[config.mk]
export PLATFORM = sky130hd
export DESIGN_NAME = ram_cmd_arbiter
export DESIGN_NICKNAME = d
export VERILOG_FILES = /design/src/rtl/ram_ctrl_pkg.sv /design/src/rtl/rr_arb2.sv /design/src/rtl/ram_cmd_arbiter.sv
export SDC_FILE = /design/constraint.sdc
export NUM_CORES = 1
export LEC_CHECK = 0
export CAP_MARGIN = 10
export CORE_MARGIN = 8
export CORE_UTILIZATION = 37
export CTS_CLUSTER_DIAMETER = 200
export DETAILED_ROUTE_END_ITERATION = 16
export PLACE_DENSITY = 0.74
export RECOVER_POWER = 100
export REMOVE_ABC_BUFFERS = 1
export SYNTH_ARGS = -nofsm -noshare
export SYNTH_HDL_FRONTEND = slang
export SYNTH_HIERARCHICAL = 1
export SYNTH_SLANG_ARGS = --single-unit
[constraint.sdc]
create_clock -name clk -period 1.82 [get_ports clk]
set_clock_uncertainty 0.2 [all_clocks]
set_input_delay 0.364 -clock clk [delete_from_list [all_inputs] [get_ports clk]]
set_output_delay 0.364 -clock clk [all_outputs]
set_load 0.005 [all_outputs]
[src/rtl/ram_ctrl_pkg.sv]
// ram_ctrl_pkg
// Shared definitions for the RAM command path: the 2-bit opcodes carried in
// ram_din[9:8], the command-arbiter FSM state encoding and a small helper
// that packs an opcode and an 8-bit payload into a RAM command word.
package ram_ctrl_pkg;

    localparam logic [1:0] OP_WR_ADDR = 2'b00;
    localparam logic [1:0] OP_WR_DATA = 2'b01;
    localparam logic [1:0] OP_RD_ADDR = 2'b10;
    localparam logic [1:0] OP_RD_DATA = 2'b11;

    localparam int CMD_W  = 10;
    localparam int DATA_W = 8;

    typedef enum logic [2:0] {
        IDLE    = 3'd0,
        WR_ADDR = 3'd1,
        WR_DATA = 3'd2,
        RD_ADDR = 3'd3,
        RD_CMD  = 3'd4,
        RD_WAIT = 3'd5
    } arb_state_t;

    // Build a RAM command word: opcode in the top two bits, payload below.
    function automatic logic [CMD_W-1:0] make_cmd(input logic [1:0] op,
                                                  input logic [DATA_W-1:0] payload);
        return {op, payload};
    endfunction

endpackage

[src/rtl/rr_arb2.sv]
// rr_arb2
// Two-way round-robin selector, purely combinational.
//   req   [1:0] : request bits
//   last        : index of the requester granted most recently
//   grant [1:0] : one-hot grant (all zero when nothing is requested)
//   valid       : some requester is granted
// A lone request always wins; on a tie the requester that was not granted
// last wins.
module rr_arb2 (
    input  logic [1:0] req,
    input  logic       last,
    output logic [1:0] grant,
    output logic       valid
);

    // Tie-break toward the requester that did not win last time.
    always_comb begin
        grant = 2'b00;
        case (req)
            2'b01:   grant = 2'b01;
            2'b10:   grant = 2'b10;
            2'b11: begin
                if (last) begin
                    grant = 2'b01;
                end else begin
                    grant = 2'b10;
                end
            end
            default: grant = 2'b00;
        endcase
    end

    assign valid = |req;

endmodule

[src/rtl/ram_cmd_arbiter.sv]
// ram_cmd_arbiter
// Arbitrates two requesters onto a single serial RAM command port. A write
// is sent as an address command followed by a data command; a read as an
// address command followed by a read command, after which the block waits
// for ram_tx_valid or gives up after TIMEOUT_CYCLES cycles and flags err.
// Ports:
//   clk, rst_n          : clock, asynchronous active-low reset
//   req, we             : per-requester request / direction (1 = write)
//   addr, wdata         : requester n fields at [8n+7:8n]
//   ack                 : one-cycle completion pulse to the granted requester
//   rdata, err          : read data / read-timeout flag, valid with ack
//   ram_din, ram_rx_valid : RAM command word and strobe
//   ram_dout, ram_tx_valid: RAM read data and its valid level
// ack/rdata/err are decoded from registered state so that ack drops on the
// same edge at which the requester releases req; the RAM command outputs
// are likewise a pure decode of registered state and latched fields.
module ram_cmd_arbiter
    import ram_ctrl_pkg::*;
#(
    parameter int TIMEOUT_CYCLES = 8,
    parameter int N_REQ          = 2   // only two requesters are supported
) (
    input  logic                 clk,
    input  logic                 rst_n,
    input  logic [N_REQ-1:0]     req,
    input  logic [N_REQ-1:0]     we,
    input  logic [8*N_REQ-1:0]   addr,
    input  logic [8*N_REQ-1:0]   wdata,
    output logic [N_REQ-1:0]     ack,
    output logic [7:0]           rdata,
    output logic                 err,
    output logic [9:0]           ram_din,
    output logic                 ram_rx_valid,
    input  logic [7:0]           ram_dout,
    input  logic                 ram_tx_valid
);

    localparam int             CW       = $clog2(TIMEOUT_CYCLES + 1);
    localparam logic [CW-1:0]  TMO_LAST = CW'(TIMEOUT_CYCLES - 1);
    localparam logic [CW-1:0]  TMO_ONE  = CW'(1'b1);

    arb_state_t     state_r;
    arb_state_t     state_n_s;
    logic           prio_r;       // requester holding priority on a tie
    logic           gnt_r;        // index of the requester being served
    logic [7:0]     addr_r;
    logic [7:0]     wdata_r;
    logic [CW-1:0]  tmo_cnt_r;

    logic [1:0]     arb_grant_s;
    logic           arb_valid_s;
    logic           gnt_idx_s;
    logic           load_s;
    logic           tmo_clr_s;
    logic           tmo_inc_s;
    logic [1:0]     ack_s;
    logic [7:0]     rdata_s;
    logic           err_s;
    logic [9:0]     cmd_s;
    logic           cmd_valid_s;
    logic [1:0]     ack_gnt_s;

    // The arbiter wants the last winner; that is simply the non-priority one.
    rr_arb2 u_rr_arb2 (
        .req   (req),
        .last  (~prio_r),
        .grant (arb_grant_s),
        .valid (arb_valid_s)
    );

    assign gnt_idx_s = arb_grant_s[1];
    assign ack_gnt_s = gnt_r ? 2'b10 : 2'b01;

    // State register, transaction latches, priority pointer and timeout counter.
    always_ff @(posedge clk or negedge rst_n) begin
        if (!rst_n) begin
            state_r   <= IDLE;
            prio_r    <= 1'b0;
            gnt_r     <= 1'b0;
            addr_r    <= 8'h00;
            wdata_r   <= 8'h00;
            tmo_cnt_r <= '0;
        end else begin
            state_r <= state_n_s;
            if (load_s) begin
                // The pointer only moves when a grant is actually made.
                prio_r  <= ~gnt_idx_s;
                gnt_r   <= gnt_idx_s;
                addr_r  <= addr[{gnt_idx_s, 3'b000} +: 8];
                wdata_r <= wdata[{gnt_idx_s, 3'b000} +: 8];
            end
            if (tmo_clr_s) begin
                tmo_cnt_r <= '0;
            end else if (tmo_inc_s) begin
                tmo_cnt_r <= tmo_cnt_r + TMO_ONE;
            end
        end
    end

    // Next-state and output decode; everything idles at zero by default.
    always_comb begin
        state_n_s   = state_r;
        load_s      = 1'b0;
        tmo_clr_s   = 1'b0;
        tmo_inc_s   = 1'b0;
        ack_s       = 2'b00;
        rdata_s     = 8'h00;
        err_s       = 1'b0;
        cmd_s       = 10'h000;
        cmd_valid_s = 1'b0;
        case (state_r)
            IDLE: begin
                if (arb_valid_s) begin
                    load_s = 1'b1;
                    if (we[gnt_idx_s]) begin
                        state_n_s = WR_ADDR;
                    end else begin
                        state_n_s = RD_ADDR;
                    end
                end else begin
                    state_n_s = IDLE;
                end
            end
            WR_ADDR: begin
                cmd_valid_s = 1'b1;
                cmd_s       = make_cmd(OP_WR_ADDR, addr_r);
                state_n_s   = WR_DATA;
            end
            WR_DATA: begin
                cmd_valid_s = 1'b1;
                cmd_s       = make_cmd(OP_WR_DATA, wdata_r);
                ack_s       = ack_gnt_s;
                state_n_s   = IDLE;
            end
            RD_ADDR: begin
                cmd_valid_s = 1'b1;
                cmd_s       = make_cmd(OP_RD_ADDR, addr_r);
                state_n_s   = RD_CMD;
            end
            RD_CMD: begin
                cmd_valid_s = 1'b1;
                cmd_s       = make_cmd(OP_RD_DATA, 8'h00);
                tmo_clr_s   = 1'b1;
                state_n_s   = RD_WAIT;
            end
            RD_WAIT: begin
                if (ram_tx_valid) begin
                    ack_s     = ack_gnt_s;
                    rdata_s   = ram_dout;
                    state_n_s = IDLE;
                end else if (tmo_cnt_r == TMO_LAST) begin
                    // Give up: complete the read with an error and zero data.
                    ack_s     = ack_gnt_s;
                    err_s     = 1'b1;
                    state_n_s = IDLE;
                end else begin
                    tmo_inc_s = 1'b1;
                    state_n_s = RD_WAIT;
                end
            end
            default: begin
                state_n_s = IDLE;
            end
        endcase
    end

    assign ack          = ack_s;
    assign rdata        = rdata_s;
    assign err          = err_s;
    assign ram_din      = cmd_s;
    assign ram_rx_valid = cmd_valid_s;

endmodule

==> qor.yml <==
status: "finished, violations left"
failed_checks: "setup timing"
groute.usage.overall_pct: 14.7
p_switching_mw: 1.40
grt_first_pass_wirelength_um: 7530
p_clk_share_pct: 9.3
cts_hold_buffers: 0
arrival_ns: 1.53
hold_viol: 0
cap_violations: 0
pwr-share-comb_pct: 63.6
diodes: 0
dpl.hpwl_um: 3340
dieArea_mm2: 0.00632
rr_worst_depth: 7
hp-class: "reg -> reg"
fillers: 294
viasPerCell: 5.04
clk_pin_slew_ns: 0.09
end_kind: "primary output"
initial_core_util_pct: 37.9
crit_type: "reg -> out"
ant_nets: 0
register_area_um2: 627
path_delay_family: "buffers and inverters"
power_frac_seq_pct: 27.1
fmax_mhz: 479
swShare_pct: 38.1
cp_num_buf_inv: 5
multi_input_area_um2: 947
design.core.area_mm2: 0.00394
dp_cells: 290
slowest_stage: "dfrtp_1"
ys_warn_count: 6
drtIter0Drc: 40
cts_tree: "done"
power.density_mw_per_mm2: 1310
fin_cells: 313
critical_path_required_ns: 1.26
wirelength_um: 4900
cp.depth: 7
clock-sinks: 25
fin_crit_sh_pct: 115
cts_buffers: 3
drc: 0
holdPathStages: 2
cts_root_buffer: "clkbuf_8"
p_int_mw: 2.26
rsz0062_at_grt: "true"
layout_setup_ws_ns: -0.270
fp.dieW_um: 79.5
slowest_delay_ns: 0.43
path_cells: "buf_6, inv_4, and4_4, buf_6, buf_6, and2_4, buf_6"
ctsHtreeMaxLevel: 1
p_leak_nw: 1.24
cp-start-kind: "flip-flop"
io_buffer_count: 68
grt_pass1_vias: 1630
pin_count: 69
overflow: 0
syn-instance-count: 154
fin_nets: 312
via_count: 1578
synth_area_per_cell_um2: 9.69
setup_viol: 23
drv_slew: 0
cpMostUsedCell: "buf_6"
area_growth_pct: 86.6
worst_slew_pin_slew_ns: 0.624
rows: 23
finalSetupTns_ns: -3.94
routedWlPerCell_um: 15.6
clk_latency_ns: 0.27
grt_max_degree: 26
irDropWorstVdd_v: 0.000670
whs_ns: 0.342
layout-drive-gt1-share_pct: 44.9
antenna_found_initial: 0
place_congestion: 0.773
clock_path_buffers: 2
slew_headroom_pct: 58.4
synthesis.area_mm2: 0.00149
first_pass_iters: 5
die_y_um: 79.5
period_needed_ns: 2.09
crit_fanout: 4
## layout make-up
| type | count | area share, % |
|---|---|---|
| repair buffers | 116 | 39.2 |
| multi-input cells | 116 | 34.0 |
| clock buffers | 3 | 1.48 |
| inverters | 2 | 0.359 |
| clock inverters | 1 | 0.180 |
| well taps | 50 | 2.25 |
| flip-flops and latches | 25 | 22.5 |
## layer usage
layer	track usage, %	wire length [µm]
met5	0	0
met1	16.2	1830
met3	4.17	340
met2	26.2	2640
met4	5.00	87
## through the flow
| step | power, mW | util (%) | worst slack [ns] | cell area [µm²] |
|---|---|---|---|---|
| floorplan | 1.78 | - | -0.613 | 1420 |
| CTS | 3.37 | 66.4 | -0.275 | 2620 |
| global route | 3.90 | 70.6 | -0.340 | 2790 |
| detailed placement | 2.73 | 60.5 | -0.569 | 2380 |
| finish | 3.66 | 70.6 | -0.270 | 2790 |
| global placement | 2.68 | 60.5 | -0.532 | 2380 |
## path summary, 6_finish.rpt
kind                                        start  slack [ns]                  endpoint
max                          state_r[1]$_DFF_PN0_       -0.27                  rdata[2]
min                        wdata_r[0]$_DFFE_PN0P_        0.34    wdata_r[0]$_DFFE_PN0P_
max reg2reg                  state_r[1]$_DFF_PN0_       -0.15  tmo_cnt_r[3]$_DFFE_PN0P_
min reg2reg                wdata_r[0]$_DFFE_PN0P_        0.34    wdata_r[0]$_DFFE_PN0P_
max in group asynchronous                   rst_n        0.54      state_r[0]$_DFF_PN0_
min in group asynchronous                   rst_n        0.43  tmo_cnt_r[3]$_DFFE_PN0P_
## worst register-to-register path: cells and delay by family (launching register included)
family / cells / cell delay, ns
AND/OR/NAND/NOR: 2 / 0.65
buffers and inverters: 4 / 0.50
flip-flops: 1 / 0.43
AO/OA/AOI/OAI: 1 / 0.13
## placed cells by master, fill, tap and decap left out, types with 2 or more instances in the layout
cell and count:
clkdlybuf4s50_1 44, nor2_2 3, buf_2 14, dfrtp_1 24, o21ai_1 2, clkbuf_8 3
nor3_1 2, nand3b_1 2, nor2_1 23, a21oi_1 14, mux2i_1 18, o21ai_0 3
and2_4 8, a22oi_2 8, buf_6 30, buf_8 2, a21oi_2 9, buf_4 22
nand3_1 2
## power by group through the flow
stage | sequential, mW | combinational, mW | clock, mW
2_1_floorplan | 1.00 | 0.778 | 0
3_3_place_gp | 0.955 | 1.73 | 0
3_5_place_dp | 0.968 | 1.76 | 0
4_1_cts | 0.971 | 2.05 | 0.348
5_1_grt | 1.03 | 2.50 | 0.375
6_report | 0.993 | 2.33 | 0.339
## timing repair
item / in CTS / in global routing
resized for setup: 134 / 35
buffers inserted: 19 / 1
cloned: 0 / 1
pin swaps: 34 / 21
endpoints found under the setup margin: 35 / 44
endpoints found under the hold margin: 0 / 0
## flip-flops by register name, summed over array words and instances (netlist names)
register   flops
tmo_cnt_r      4
addr_r         8
prio_r         1
state_r        3
wdata_r        8
gnt_r          1
Note: power is estimated with default switching activity, not from simulation.
